### src/rtl/irda_fir_lppm_encoder_pkg.sv
// Shared definitions for the FIR L-PPM transmit path: default symbol size,
// serialiser state type and the framing chip constants used by the framer.
package irda_fir_lppm_encoder_pkg;

    // Default data bits per PPM symbol (2 -> 4PPM).
    localparam int unsigned IRDA_PPM_SYM_BITS = 2;
    localparam int unsigned IRDA_PPM_CHIPS    = 1 << IRDA_PPM_SYM_BITS;

    // FIR framing sequences for 4PPM, split into 4-chip raw words.
    // Word i occupies bits [4i+3:4i] and is sent first for i=0.
    // Within each word bit 0 is the first chip on the line.
    // Preamble "1000 0000 1010 1000".
    localparam logic [15:0] IRDA_FIR_PREAMBLE   = 16'h1501;
    // Start flag "0000 1100 0000 1100 0110 0000 0110 0000".
    localparam logic [31:0] IRDA_FIR_START_FLAG = 32'h0606_3030;
    // Stop flag "0000 1100 0000 1100 0110 0000 0000 0110".
    localparam logic [31:0] IRDA_FIR_STOP_FLAG  = 32'h6006_3030;

    typedef enum logic {
        SER_IDLE,
        SER_ACTIVE
    } ser_state_t;

endpackage

### src/rtl/irda_fir_lppm_encoder_fifo.sv
// Small synchronous chip-word FIFO with registered occupancy count.
module irda_fir_ppm_fifo #(
    parameter int unsigned WIDTH = 4,
    parameter int unsigned DEPTH = 2
) (
    input  logic                       clk,
    input  logic                       wb_rst_i,
    input  logic                       clear,
    input  logic                       push,
    input  logic [WIDTH-1:0]           push_data,
    input  logic                       pop,
    output logic [WIDTH-1:0]           head,
    output logic [$clog2(DEPTH):0]     count,
    output logic                       full,
    output logic                       empty
);

    localparam int unsigned AW = $clog2(DEPTH);

    logic [WIDTH-1:0] mem [DEPTH];
    logic [AW-1:0]    wr_ptr;
    logic [AW-1:0]    rd_ptr;

    // Storage write; contents need no reset because count gates every read.
    always_ff @(posedge clk) begin
        if (push && !clear) begin
            mem[wr_ptr] <= push_data;
        end
    end

    // Pointers and occupancy; DEPTH is a power of two so pointers wrap naturally.
    always_ff @(posedge clk or posedge wb_rst_i) begin
        if (wb_rst_i) begin
            wr_ptr <= '0;
            rd_ptr <= '0;
            count  <= '0;
        end else if (clear) begin
            wr_ptr <= '0;
            rd_ptr <= '0;
            count  <= '0;
        end else begin
            if (push) begin
                wr_ptr <= wr_ptr + AW'(1);
            end
            if (pop) begin
                rd_ptr <= rd_ptr + AW'(1);
            end
            case ({push, pop})
                2'b10:   count <= count + (AW+1)'(1);
                2'b01:   count <= count - (AW+1)'(1);
                default: count <= count;
            endcase
        end
    end

    assign head  = mem[rd_ptr];
    assign full  = (count == (AW+1)'(DEPTH));
    assign empty = (count == '0);

endmodule

### src/rtl/irda_fir_lppm_encoder.sv
// L-PPM chip encoder: assembles serial bits into one-hot symbols, accepts raw
// framing chip words, queues both and serialises one chip per chip_en strobe.
module irda_fir_lppm_encoder
    import irda_fir_lppm_encoder_pkg::*;
#(
    parameter int unsigned SYM_BITS = IRDA_PPM_SYM_BITS,
    parameter int unsigned DEPTH    = 2
) (
    input  logic                      clk,
    input  logic                      wb_rst_i,
    input  logic                      restart,
    input  logic                      chip_en,
    input  logic                      bit_valid,
    input  logic                      bit_data,
    output logic                      bit_ready,
    input  logic                      raw_valid,
    input  logic [(1<<SYM_BITS)-1:0]  raw_chips,
    output logic                      raw_ready,
    output logic                      ppm_o,
    output logic                      active,
    output logic                      underrun,
    output logic                      fifo_empty
);

    localparam int unsigned CHIPS = 1 << SYM_BITS;
    localparam int unsigned CW    = (SYM_BITS > 1) ? $clog2(SYM_BITS) : 1;
    localparam int unsigned CNTW  = $clog2(DEPTH) + 1;
    localparam logic [CW-1:0] LAST_BIT = CW'(SYM_BITS - 1);

    logic [CW-1:0]       bit_cnt;
    logic [SYM_BITS-1:0] sym;
    logic [SYM_BITS-1:0] sym_next;
    logic [CHIPS-1:0]    sym_word;

    logic                raw_fire;
    logic                bit_fire;
    logic                push;
    logic                pop;
    logic [CHIPS-1:0]    push_data;
    logic [CHIPS-1:0]    head;
    logic [CNTW-1:0]     count;
    logic                full;
    logic                empty;

    ser_state_t          state;
    logic [SYM_BITS-1:0] chip_cnt;
    logic [CHIPS-1:0]    cur;

    // Symbol value including the bit being accepted this cycle.
    always_comb begin
        sym_next           = sym;
        sym_next[bit_cnt]  = bit_data;
        sym_word           = CHIPS'(1) << sym_next;
    end

    // Raw words only enter on a symbol boundary and win over a first data bit;
    // readiness looks only at registered state, never at a same-cycle pop.
    assign bit_ready = !(raw_valid && (bit_cnt == '0)) && ((bit_cnt != LAST_BIT) || !full);
    assign raw_ready = (bit_cnt == '0) && !full;

    assign raw_fire  = raw_valid && raw_ready;
    assign bit_fire  = bit_valid && bit_ready;
    assign push      = !restart && (raw_fire || (bit_fire && (bit_cnt == LAST_BIT)));
    assign push_data = raw_fire ? raw_chips : sym_word;
    assign pop       = !restart && chip_en && (chip_cnt == '0) && !empty;

    // Bit assembler: collect SYM_BITS bits LSB first, wrap at the last one.
    always_ff @(posedge clk or posedge wb_rst_i) begin
        if (wb_rst_i) begin
            bit_cnt <= '0;
            sym     <= '0;
        end else if (restart) begin
            bit_cnt <= '0;
            sym     <= '0;
        end else if (bit_fire) begin
            sym     <= sym_next;
            bit_cnt <= (bit_cnt == LAST_BIT) ? '0 : bit_cnt + CW'(1);
        end
    end

    irda_fir_ppm_fifo #(
        .WIDTH (CHIPS),
        .DEPTH (DEPTH)
    ) u_fifo (
        .clk       (clk),
        .wb_rst_i  (wb_rst_i),
        .clear     (restart),
        .push      (push),
        .push_data (push_data),
        .pop       (pop),
        .head      (head),
        .count     (count),
        .full      (full),
        .empty     (empty)
    );

    // Serialiser: one chip per strobe; an empty FIFO once running emits a
    // zero symbol so later symbols stay on the chip grid.
    always_ff @(posedge clk or posedge wb_rst_i) begin
        if (wb_rst_i) begin
            state    <= SER_IDLE;
            chip_cnt <= '0;
            cur      <= '0;
            ppm_o    <= 1'b0;
            underrun <= 1'b0;
        end else if (restart) begin
            state    <= SER_IDLE;
            chip_cnt <= '0;
            cur      <= '0;
            ppm_o    <= 1'b0;
            underrun <= 1'b0;
        end else begin
            underrun <= 1'b0;
            if (chip_en) begin
                if (chip_cnt == '0) begin
                    if (!empty) begin
                        cur      <= head;
                        ppm_o    <= head[0];
                        state    <= SER_ACTIVE;
                        chip_cnt <= SYM_BITS'(1);
                    end else if (state == SER_ACTIVE) begin
                        cur      <= '0;
                        ppm_o    <= 1'b0;
                        underrun <= 1'b1;
                        chip_cnt <= SYM_BITS'(1);
                    end
                end else begin
                    ppm_o    <= cur[chip_cnt];
                    chip_cnt <= chip_cnt + SYM_BITS'(1);
                end
            end
        end
    end

    assign active     = (state == SER_ACTIVE);
    assign fifo_empty = (count == '0) && (chip_cnt == '0);

endmodule

### config.mk
export PLATFORM = sky130hd
export DESIGN_NAME = irda_fir_lppm_encoder
export DESIGN_NICKNAME = d
export VERILOG_FILES = /design/src/rtl/irda_fir_lppm_encoder_pkg.sv /design/src/rtl/irda_fir_lppm_encoder_fifo.sv /design/src/rtl/irda_fir_lppm_encoder.sv
export SDC_FILE = /design/constraint.sdc
export NUM_CORES = 1
export LEC_CHECK = 0
export BUFFER_PORTS_ARGS = -buffer_cell sky130_fd_sc_hd__buf_4
export CAP_MARGIN = 40
export CORE_ASPECT_RATIO = 0.8
export CORE_UTILIZATION = 56
export CTS_CLUSTER_SIZE = 28
export DETAILED_ROUTE_END_ITERATION = 6
export HOLD_SLACK_MARGIN = 0.05
export PLACE_DENSITY = 0.78
export SYNTH_ARGS = -nofsm -noshare
export SYNTH_HDL_FRONTEND = slang
export SYNTH_SLANG_ARGS = --single-unit
export TNS_END_PERCENT = 20
### constraint.sdc
create_clock -name clk -period 1.8 [get_ports clk]
set_input_delay 0.36 -clock clk [delete_from_list [all_inputs] [get_ports clk]]
set_output_delay 0.36 -clock clk [all_outputs]
set_load 0.1 [all_outputs]
==> results of run 1 <==
==> routing by layer <==
metal | vias to the layer above | track usage, % | wire [um]
met1 | 495 | 30.6 | 1190
met5 | - | 0 | 0
li1 | 489 | - | -
met4 | 0 | 8.50 | 28
met3 | 4 | 7.16 | 137
met2 | 32 | 37.6 | 1280
==> registers in the layout, indices dropped and copies added, names as in the netlist <==
name           flops
chip_cnt           2
active             1
u_fifo.count       2
ppm_o              1
u_fifo.rd_ptr      1
sym                2
u_fifo.mem         8
u_fifo.wr_ptr      1
underrun           1
cur                4
bit_cnt            1
==> kinds of logic after synthesis <==
kind of cell / after synthesis / share of synthesized area [%]
and+or+nand+nor: 33 / 15.3
AOI/OAI and AO/OA: 31 / 16.7
DFF: 24 / 49.6
buffers and inverters: 17 / 5.90
muxes: 13 / 10.9
xor gates and xnor gates: 1 / 0.678
adders and majority gates: 1 / 0.968
==> area by class of cell <==
cell class / count / area, um2 / area share (%)
clock inverters: 1 / 30.0 / 1.88
repair buffers: 27 / 215 / 13.5
flip-flops and latches: 24 / 642 / 40.2
multi-input cells: 79 / 622 / 38.9
well taps: 25 / 31.3 / 1.96
inverters: 9 / 33.8 / 2.12
clock buffers: 3 / 22.5 / 1.41
==> critical path, delay by kind of cell (launching register included) <==
kind	cells	cell delay (ns)
buffers and inverters	3	0.36
adder cells (fa/ha/maj)	1	0.14
flip-flops	1	0.42
AND/OR/NAND/NOR	1	0.16
==> Yosys cell counts (3+ instances only) <==
cell	instances	share of area [%]
sky130_fd_sc_hd__dfrtp_1	16	31
sky130_fd_sc_hd__mux2i_1	4	3.1
sky130_fd_sc_hd__buf_2	4	1.5
sky130_fd_sc_hd__nand2_1	5	1.5
sky130_fd_sc_hd__nand3_1	3	1.2
sky130_fd_sc_hd__nand2b_1	3	1.5
sky130_fd_sc_hd__inv_1	9	2.6
sky130_fd_sc_hd__edfxtp_1	8	19
sky130_fd_sc_hd__o21ai_0	5	1.9
sky130_fd_sc_hd__a21oi_1	7	2.7
sky130_fd_sc_hd__clkbuf_1	3	0.87
sky130_fd_sc_hd__a22o_1	3	2.0
sky130_fd_sc_hd__mux2_2	9	7.8
sky130_fd_sc_hd__nor2_1	6	1.7
==> metrics by stage <==
stage | power [uW] | hold slack [ns] | setup TNS (ns)
after floorplan | 1080 | 0.274 | -0.187
after global placement | 1180 | 0.476 | 0
after detailed placement | 1190 | 0.478 | 0
after CTS | 1630 | 0.116 | 0
after global routing | 1710 | 0.145 | -0.0157
final | 1650 | 0.102 | 0
==> path summary, 6_finish.rpt <==
| kind | to | slack, ns | cells past startpoint |
|---|---|---|---|
| setup / recovery | fifo_empty | 0.04 | 5 |
| hold / removal | sym[0] | 0.10 | 2 |
| setup reg to reg | u_fifo.count[1] | 0.18 | 5 |
| hold reg to reg | cur[1] | 0.53 | 1 |
| max in group asynchronous | bit_cnt | 1.26 | 2 |
| min in group clk | cur[0] | 0.32 | 2 |
==> power by group through the flow <==
stage | combinational, uW | clock (uW) | sequential, uW
after floorplan | 373 | 0 | 710
after global placement | 516 | 0 | 664
after detailed placement | 525 | 0 | 668
after CTS | 578 | 398 | 655
after global routing | 640 | 413 | 662
final | 599 | 396 | 655
==> repair_timing <==
item                                   4_1_cts  5_1_grt
gates resized for setup                      8        2
buffers inserted                             3        3
endpoints found under the hold margin        0        0
setup endpoints to repair                    3        2
pin swaps                                    1        0
==> results.json, run 1 <==
{
  "detail_route.wl_per_cell_um": 15.7,
  "synth-async-reset-ratio_pct": 66.7,
  "share_seq_of_total_power_pct": 39.7,
  "detailed_place_hpwl_um": 1800,
  "post_synthesis_net_count": 132,
  "grt_usage_pct": 23.3,
  "crit_path_time_final_ns": 1.76,
  "tritoncts": "built",
  "power.combinational.fraction_pct": 36.3,
  "synth.distinct_cells": 43,
  "core_mm2": 0.00216,
  "cts_buffers": 3,
  "mostFrequentLayoutCell": "sky130_fd_sc_hd__buf_4",
  "critPathLaunchType": "flip-flop",
  "crit_end_element": "output port",
  "std_cell_rows": 15,
  "synth_enable_flop_cells": 8,
  "total_routed_wirelength_um": 2640,
  "drt-vias-per-instance": 6.07,
  "post-place-ws_ns": 0.0772,
  "pwr-share-clk_pct": 24.0,
  "postCtsHoldBufs": 0,
  "report.final.slew_viol_count": 0,
  "finalNonFillerCells": 168,
  "num_vias": 1020,
  "critPathLaunch": "chip_cnt[1]",
  "critical_path_peak_fanout": 3,
  "rsz0062_at_grt": "yes",
  "fp.dieW_um": 55.7,
  "place.gp.congestion": 0.758,
  "timing.final.setup_violations": 0,
  "internal_power_uw": 1080,
  "layout_worst_path_cycle_share_pct": 97.7,
  "sw_frac_of_total_pct": 34.4,
  "grt_start_max_net_pins": 18,
  "fill_cells": 136,
  "mappedNetlistArea_mm2": 0.00129,
  "synth_ff_type": "sky130_fd_sc_hd__dfrtp_1",
  "outcome": "complete, no violations",
  "worst_setup_hold_path_clk_slew_ns": 0.13,
  "count_of_state_elements_after_synthesis": 24,
  "class_of_the_tightest_hold_or_removal_check": "in -> async",
  "grt_pass1_wl_um": 4300,
  "finish.instance_area_mm2": 0.00160,
  "vdd.ir_drop.worst_mv": 0.719,
  "post-route-worst-setup-slack_ns": 0.0422,
  "power_switching_uw": 567,
  "yosysWarnings": 0,
  "placement.cell_area_mm2": 0.00147,
  "worstPathCellList": "inv_2, ha_4, inv_1, nor3_4, buf_12",
  "dp_cells": 158,
  "die_height_um": 45.0,
  "maxCapViolations": 0,
  "fraction_of_final_layout_cells_sized_beyond_drive_strength_1_pct": 37.1,
  "design.portCount": 17,
  "design.die.area_mm2": 0.00251,
  "timing.critical_path.slowest_cell_delay_ns": 0.42,
  "initialDrtViolationCount": 32,
  "critPathSlowestCell": "sky130_fd_sc_hd__dfrtp_1",
  "clock_sinks": 24,
  "pwr_density_cell_mw_per_mm2": 1030,
  "final_cell_mix": "sky130_fd_sc_hd__buf_4, sky130_fd_sc_hd__dfrtp_1, sky130_fd_sc_hd__mux2_2",
  "antenna_found_initial": 0,
  "fmax_mhz": 569,
  "synthToLayoutAreaGrowth_pct": 23.5,
  "setup.worst_path.class": "reg -> out",
  "cts_h_tree_lvls": 1,
  "finClkSkew_ns": 0.00240,
  "count_of_unresolved_drc_violations_after_routing": 0,
  "antenna_cells": 0,
  "final_nets": 156,
  "overflow": 0,
  "critPathRequiredTime_ns": 1.44,
  "initial_core_util_pct": 59.9,
  "ant_nets": 0,
  "regToRegStartpoint": "bit_cnt",
  "slew_headroom_pct": 57.6,
  "static-leakage-power_uw": 0.000678,
  "synth.yosys.seq_area_share_pct": 49.6,
  "final_core_util_pct": 74.0,
  "clk_path_buf_depth": 2,
  "clock_latency_of_the_later_clocked_register_in_the_worst_skew_pair_ns": 0.32,
  "clockRootBuffer": "sky130_fd_sc_hd__clkbuf_4",
  "cp_data_arrival_time_ns": 1.40,
  "max_slew.worst_pin.slew_ns": 0.636,
  "post_synth.cell_area_avg_um2": 10.8,
  "numPortBuffers": 16,
  "timing_hold_violations_final": 0,
  "first_global_vias": 930,
  "post_synth_inst_count": 120,
  "drt_first_pass_iters": 4
}
Power figures use the tool's default switching activity.
==> run 2: changes to the inputs <==
MAX_ROUTING_LAYER = met4   (was unset)
REMOVE_ABC_BUFFERS = 1   (was unset)
SLEW_MARGIN = 30   (was unset)
==> run 2 against run 1 <==
  * Maximum frequency decreased by 1.4%
  * Wire length decreased by 2.4%
  * Largest cell class unchanged
  * Clock power decreased by 41%
  * Clock skew decreased by 0.0017 ns
  * Setup slack got worse by 0.025 ns
  * Register-to-register slack about the same
  * Cell count decreased by 0.60%
  * Sequential power about the same
  * Global-route usage decreased by 1.9 points
==> results.json, run 2 (synthesized netlist as in run 1, its figures left out) <==
{
  "clock_latency_of_the_later_clocked_register_in_the_worst_skew_pair_ns": 0.30,
  "crit_path_time_final_ns": 1.78,
  "outcome": "complete, no violations",
  "final_cell_mix": "sky130_fd_sc_hd__buf_4, sky130_fd_sc_hd__dfrtp_1, sky130_fd_sc_hd__mux2_2",
  "biggestRegsByFlops": "u_fifo.mem: 8 flops, cur: 4 flops",
  "static-leakage-power_uw": 0.000658,
  "finClkSkew_ns": 0.000745,
  "cp.buffers_inverters": 3,
  "fraction_of_final_layout_cells_sized_beyond_drive_strength_1_pct": 34.5,
  "worst_setup_hold_path_clk_slew_ns": 0.12,
  "std_cell_rows": 15,
  "clockRootBuffer": "sky130_fd_sc_hd__clkbuf_4",
  "final_core_util_pct": 71.9,
  "clock_sinks": 24,
  "first_global_vias": 848,
  "antenna_found_initial": 0,
  "fmax_mhz": 561,
  "grt_usage_pct": 21.4,
  "post-place-ws_ns": 0.202,
  "critPathLaunch": "chip_cnt[1]",
  "place.gp.congestion": 0.764,
  "regToRegStartpoint": "bit_cnt",
  "postCtsHoldBufs": 0,
  "drt_first_pass_iters": 4,
  "detailed_place_hpwl_um": 1790,
  "clk_path_buf_depth": 2,
  "tritoncts": "built",
  "mostFrequentLayoutCell": "sky130_fd_sc_hd__buf_4",
  "design.portCount": 17,
  "slew_headroom_pct": 57.8,
  "post-route-worst-setup-slack_ns": 0.0175,
  "placement.cell_area_mm2": 0.00145,
  "largest_register_ff_count": 8,
  "antenna_cells": 0,
  "critPathRequiredTime_ns": 1.44,
  "critical-path-top-delay-family": "flip-flops",
  "drt-vias-per-instance": 5.94,
  "critPathLaunchType": "flip-flop",
  "numPortBuffers": 16,
  "finish.instance_area_mm2": 0.00155,
  "setup.worst_path.class": "reg -> out",
  "cts_buffers": 3,
  "timing.final.setup_violations": 0,
  "ant_nets": 0,
  "vdd.ir_drop.worst_mv": 0.681,
  "initialDrtViolationCount": 38,
  "num_vias": 992,
  "rsz0062_at_grt": "yes",
  "fp.dieW_um": 55.7,
  "synthToLayoutAreaGrowth_pct": 20.1,
  "count_of_unresolved_drc_violations_after_routing": 0,
  "max_slew.worst_pin.slew_ns": 0.632,
  "initial_core_util_pct": 59.9,
  "timing_hold_violations_final": 0,
  "layout_worst_path_cycle_share_pct": 99.0,
  "pwr_density_cell_mw_per_mm2": 961,
  "finalNonFillerCells": 167,
  "core_mm2": 0.00216,
  "timing.critical_path.slowest_cell_delay_ns": 0.42,
  "cts_h_tree_lvls": 1,
  "crit_end_element": "output port",
  "grt_pass1_wl_um": 3940,
  "die_height_um": 45.0,
  "grt_start_max_net_pins": 18,
  "critPathSlowestCell": "sky130_fd_sc_hd__dfrtp_1",
  "report.final.slew_viol_count": 0,
  "dp_cells": 160,
  "overflow": 0,
  "final_nets": 155,
  "detail_route.wl_per_cell_um": 15.4,
  "total_routed_wirelength_um": 2580,
  "total_power_uw": 1490,
  "maxCapViolations": 0,
  "critical_path_peak_fanout": 3,
  "design.die.area_mm2": 0.00251,
  "cp_data_arrival_time_ns": 1.42,
  "largest-register": "u_fifo.mem",
  "class_of_the_tightest_hold_or_removal_check": "in -> async",
  "worstPathCellList": "inv_2, ha_4, inv_4, nor3_4, buf_12"
}
## run 2: changes by cell type in the layout (fill, tap and decap cells not counted), sizes merged
cell	previous run	this run
buf	27	26
bufinv	1	0
clkbuf	3	4
## run 2: path summary, 6_finish.rpt
| check | end | slack (ns) | cells after the start |
|---|---|---|---|
| setup reg to reg | u_fifo.count[1] | 0.19 | 4 |
| min in group clk | u_fifo.wr_ptr | 0.34 | 2 |
| setup / recovery | fifo_empty | 0.02 | 5 |
| hold reg to reg | cur[1] | 0.53 | 1 |
| hold / removal | underrun | 0.13 | 2 |
| max in group asynchronous | chip_cnt[0] | 1.27 | 2 |
## run 2: metal layers
metal	global-route usage (%)	up-vias	wire, um
li1	-	490	-
met1	27.1	465	1160
met2	35.2	31	1250
met4	5.50	0	52
met5	-	-	0
met3	5.44	6	107
## run 2: timing repair
item / in CTS / in global routing
setup buffers: 1 / 2
pin swaps: 0 / 2
endpoints found under the setup margin: 2 / 3
resized for setup: 5 / 9
hold endpoints to repair: 0 / 0
## run 2: report_power, final
group	leakage (uW)	switching, uW	internal, uW	total, uW
registers	0.000290	38.4	616	654
clock network	0.0000150	146	86.3	232
logic	0.000353	359	247	606
total	0.000658	543	949	1490
## run 2: per-stage QoR
stage / hold WS, ns / TNS [ns]
floorplan: 0.274 / -2.75
global placement: 0.474 / 0
detailed placement: 0.484 / 0
CTS: 0.136 / 0
global route: 0.167 / -0.0760
finish: 0.127 / 0
## run 2: cell type report
cell class | count | area, um2
inverter | 9 | 36.3
multi-input combinational | 79 | 603
sequential | 24 | 641
fill | 160 | 606
tap | 25 | 31.3
timing repair buffer | 26 | 215
clock buffer | 4 | 26.3
==> run 3: changes to the inputs <==
RECOVER_POWER = 50   (was unset)
==> run 3 against run 2 <==
  * Register-to-register slack about the same
  * Clock skew about the same
  * Count of clock-buffer cells in the layout unchanged
  * Maximum frequency about the same
  * Utilization down 0.23 points
  * Die area unchanged
  * Worst hold slack about the same
  * Setup slack about the same
  * Sequential share of layout area up 0.13 points
  * Sequential power about the same
  * First-iteration DRC count up 2.6%
  * Largest power group unchanged
==> results.json, run 3 (synthesized netlist as in run 1, its figures left out) <==
{
  "mostFrequentLayoutCell": "sky130_fd_sc_hd__buf_4",
  "place.gp.congestion": 0.764,
  "critical_path.endpoint": "fifo_empty",
  "initial_core_util_pct": 59.9,
  "initialDrtViolationCount": 39,
  "r2r_cells": 4,
  "core_mm2": 0.00216,
  "timing.final.setup_violations": 0,
  "sw_frac_of_total_pct": 36.5,
  "share_seq_of_total_power_pct": 43.9,
  "postCtsHoldBufs": 0,
  "total_power_uw": 1490,
  "clockRootBuffer": "sky130_fd_sc_hd__clkbuf_4",
  "biggestRegsByFlops": "u_fifo.mem: 8 flops, cur: 4 flops",
  "slew_headroom_pct": 57.9,
  "first_global_vias": 848,
  "fp.dieW_um": 55.7,
  "setup.worst_path.class": "reg -> out",
  "std_cell_rows": 15,
  "detail_route.wl_per_cell_um": 15.4,
  "numPortBuffers": 16,
  "internal_power_uw": 946,
  "r2r_end": "u_fifo.count[1]",
  "tritoncts": "built",
  "grt_start_max_net_pins": 18,
  "maxCapViolations": 0,
  "pwr_density_cell_mw_per_mm2": 962,
  "largest-register": "u_fifo.mem",
  "cp_data_arrival_time_ns": 1.42,
  "clk_path_buf_depth": 2,
  "drt-vias-per-instance": 6.01,
  "die_height_um": 45.0,
  "rsz0062_at_grt": "yes",
  "critPathLaunch": "chip_cnt[1]",
  "final_nets": 155,
  "crit_end_element": "output port",
  "worst_setup_hold_path_clk_slew_ns": 0.12,
  "finClkSkew_ns": 0.000631,
  "ff2ff_setup_slack_ns": 0.18,
  "synthToLayoutAreaGrowth_pct": 19.7,
  "power.combinational.fraction_pct": 40.5,
  "crit_path_time_final_ns": 1.78,
  "timing_hold_violations_final": 0,
  "layout_worst_path_cycle_share_pct": 99.0,
  "overflow": 0,
  "vdd.ir_drop.worst_mv": 0.681,
  "detailed_place_hpwl_um": 1790,
  "critPathRequiredTime_ns": 1.44,
  "cts_buffers": 3,
  "clock_sinks": 24,
  "max_slew.worst_pin.slew_ns": 0.631,
  "ant_nets": 0,
  "post-route-worst-setup-slack_ns": 0.0176,
  "critical_path_peak_fanout": 3,
  "drt_first_pass_iters": 5,
  "count_of_unresolved_drc_violations_after_routing": 0,
  "design.die.area_mm2": 0.00251,
  "report.final.slew_viol_count": 0,
  "clock_latency_of_the_later_clocked_register_in_the_worst_skew_pair_ns": 0.30,
  "fraction_of_final_layout_cells_sized_beyond_drive_strength_1_pct": 34.5,
  "total_routed_wirelength_um": 2580,
  "outcome": "complete, no violations",
  "grt_pass1_wl_um": 3940,
  "num_vias": 1004,
  "grt_usage_pct": 21.4,
  "final_cell_mix": "sky130_fd_sc_hd__buf_4, sky130_fd_sc_hd__dfrtp_1, sky130_fd_sc_hd__mux2_2",
  "antenna_found_initial": 0,
  "fmax_mhz": 561,
  "power_switching_uw": 544,
  "regToRegStartpoint": "bit_cnt",
  "class_of_the_tightest_hold_or_removal_check": "in -> async",
  "fill_cells": 161,
  "largest_register_ff_count": 8,
  "cts_h_tree_lvls": 1,
  "static-leakage-power_uw": 0.000657,
  "antenna_cells": 0,
  "design.portCount": 17,
  "pwr-share-clk_pct": 15.6,
  "critPathLaunchType": "flip-flop",
  "post-place-ws_ns": 0.202
}
[run 3: cell count changes in the layout (fill, tap and decap cells not counted), sizes merged]
cell,delta
buf,-3
clkbuf,+3
[run 3: worst min path at each step]
stage,startpoint,endpoint,slack [ns],depth (start not counted)
final,wb_rst_i,underrun,0.13,2
after global routing,wb_rst_i,bit_cnt,0.17,2
after CTS,wb_rst_i,bit_cnt,0.14,2
after detailed placement,wb_rst_i,u_fifo.wr_ptr,0.48,2
after global placement,wb_rst_i,active,0.47,2
after floorplan,wb_rst_i,active,0.27,1
[run 3: final cells by class]
class | instances | area, um2 | area share, %
Inverter | 9 | 36.3 | 2.34
Multi-Input combinational cell | 79 | 603 | 39.0
Tap cell | 25 | 31.3 | 2.02
Timing Repair Buffer | 26 | 210 | 13.6
Clock buffer | 4 | 26.3 | 1.70
Sequential cell | 24 | 641 | 41.4
[run 3: per-layer routing]
metal / track usage [%] / wire length, um / vias up
met5: - / 0 / -
li1: - / - / 488
met4: 5.50 / 59 / 0
met1: 27.1 / 1180 / 466
met3: 5.44 / 118 / 8
met2: 35.2 / 1220 / 42
[run 3: power by group through the flow]
| stage | logic (uW) | registers [uW] | clock network [uW] |
|---|---|---|---|
| 2_1_floorplan | 321 | 723 | 0 |
| 3_3_place_gp | 509 | 663 | 0 |
| 3_5_place_dp | 519 | 666 | 0 |
| 4_1_cts | 551 | 652 | 241 |
| 5_1_grt | 640 | 660 | 258 |
| 6_report | 603 | 654 | 232 |
[run 3: through the flow]
| stage | cell area (um2) | utilization [%] | setup TNS [ns] | hold slack [ns] | cells |
|---|---|---|---|---|---|
| final | 1550 | 71.7 | 0 | 0.126 | 167 |
| after global routing | 1550 | 71.7 | -0.0760 | 0.168 | 167 |
| after floorplan | 1250 | - | -2.75 | 0.274 | 112 |
| after CTS | 1510 | 70.1 | 0 | 0.136 | 165 |
| after global placement | 1450 | 67.4 | 0 | 0.474 | 160 |
| after detailed placement | 1450 | 67.4 | 0 | 0.484 | 160 |
[run 3: critical path, cell delays in order (launching register included)]
cell and delay (ns):
sky130_fd_sc_hd__dfrtp_1 0.42, sky130_fd_sc_hd__inv_2 0.09, sky130_fd_sc_hd__ha_4 0.15, sky130_fd_sc_hd__inv_4 0.04, sky130_fd_sc_hd__nor3_4 0.22, sky130_fd_sc_hd__buf_12 0.20
[run 3: repair_timing]
item | 4_1_cts | 5_1_grt
pin swaps | 0 | 2
resized for setup | 5 | 9
endpoints found under the hold margin | 0 | 0
endpoints found under the setup margin | 2 | 3
buffers inserted | 1 | 2
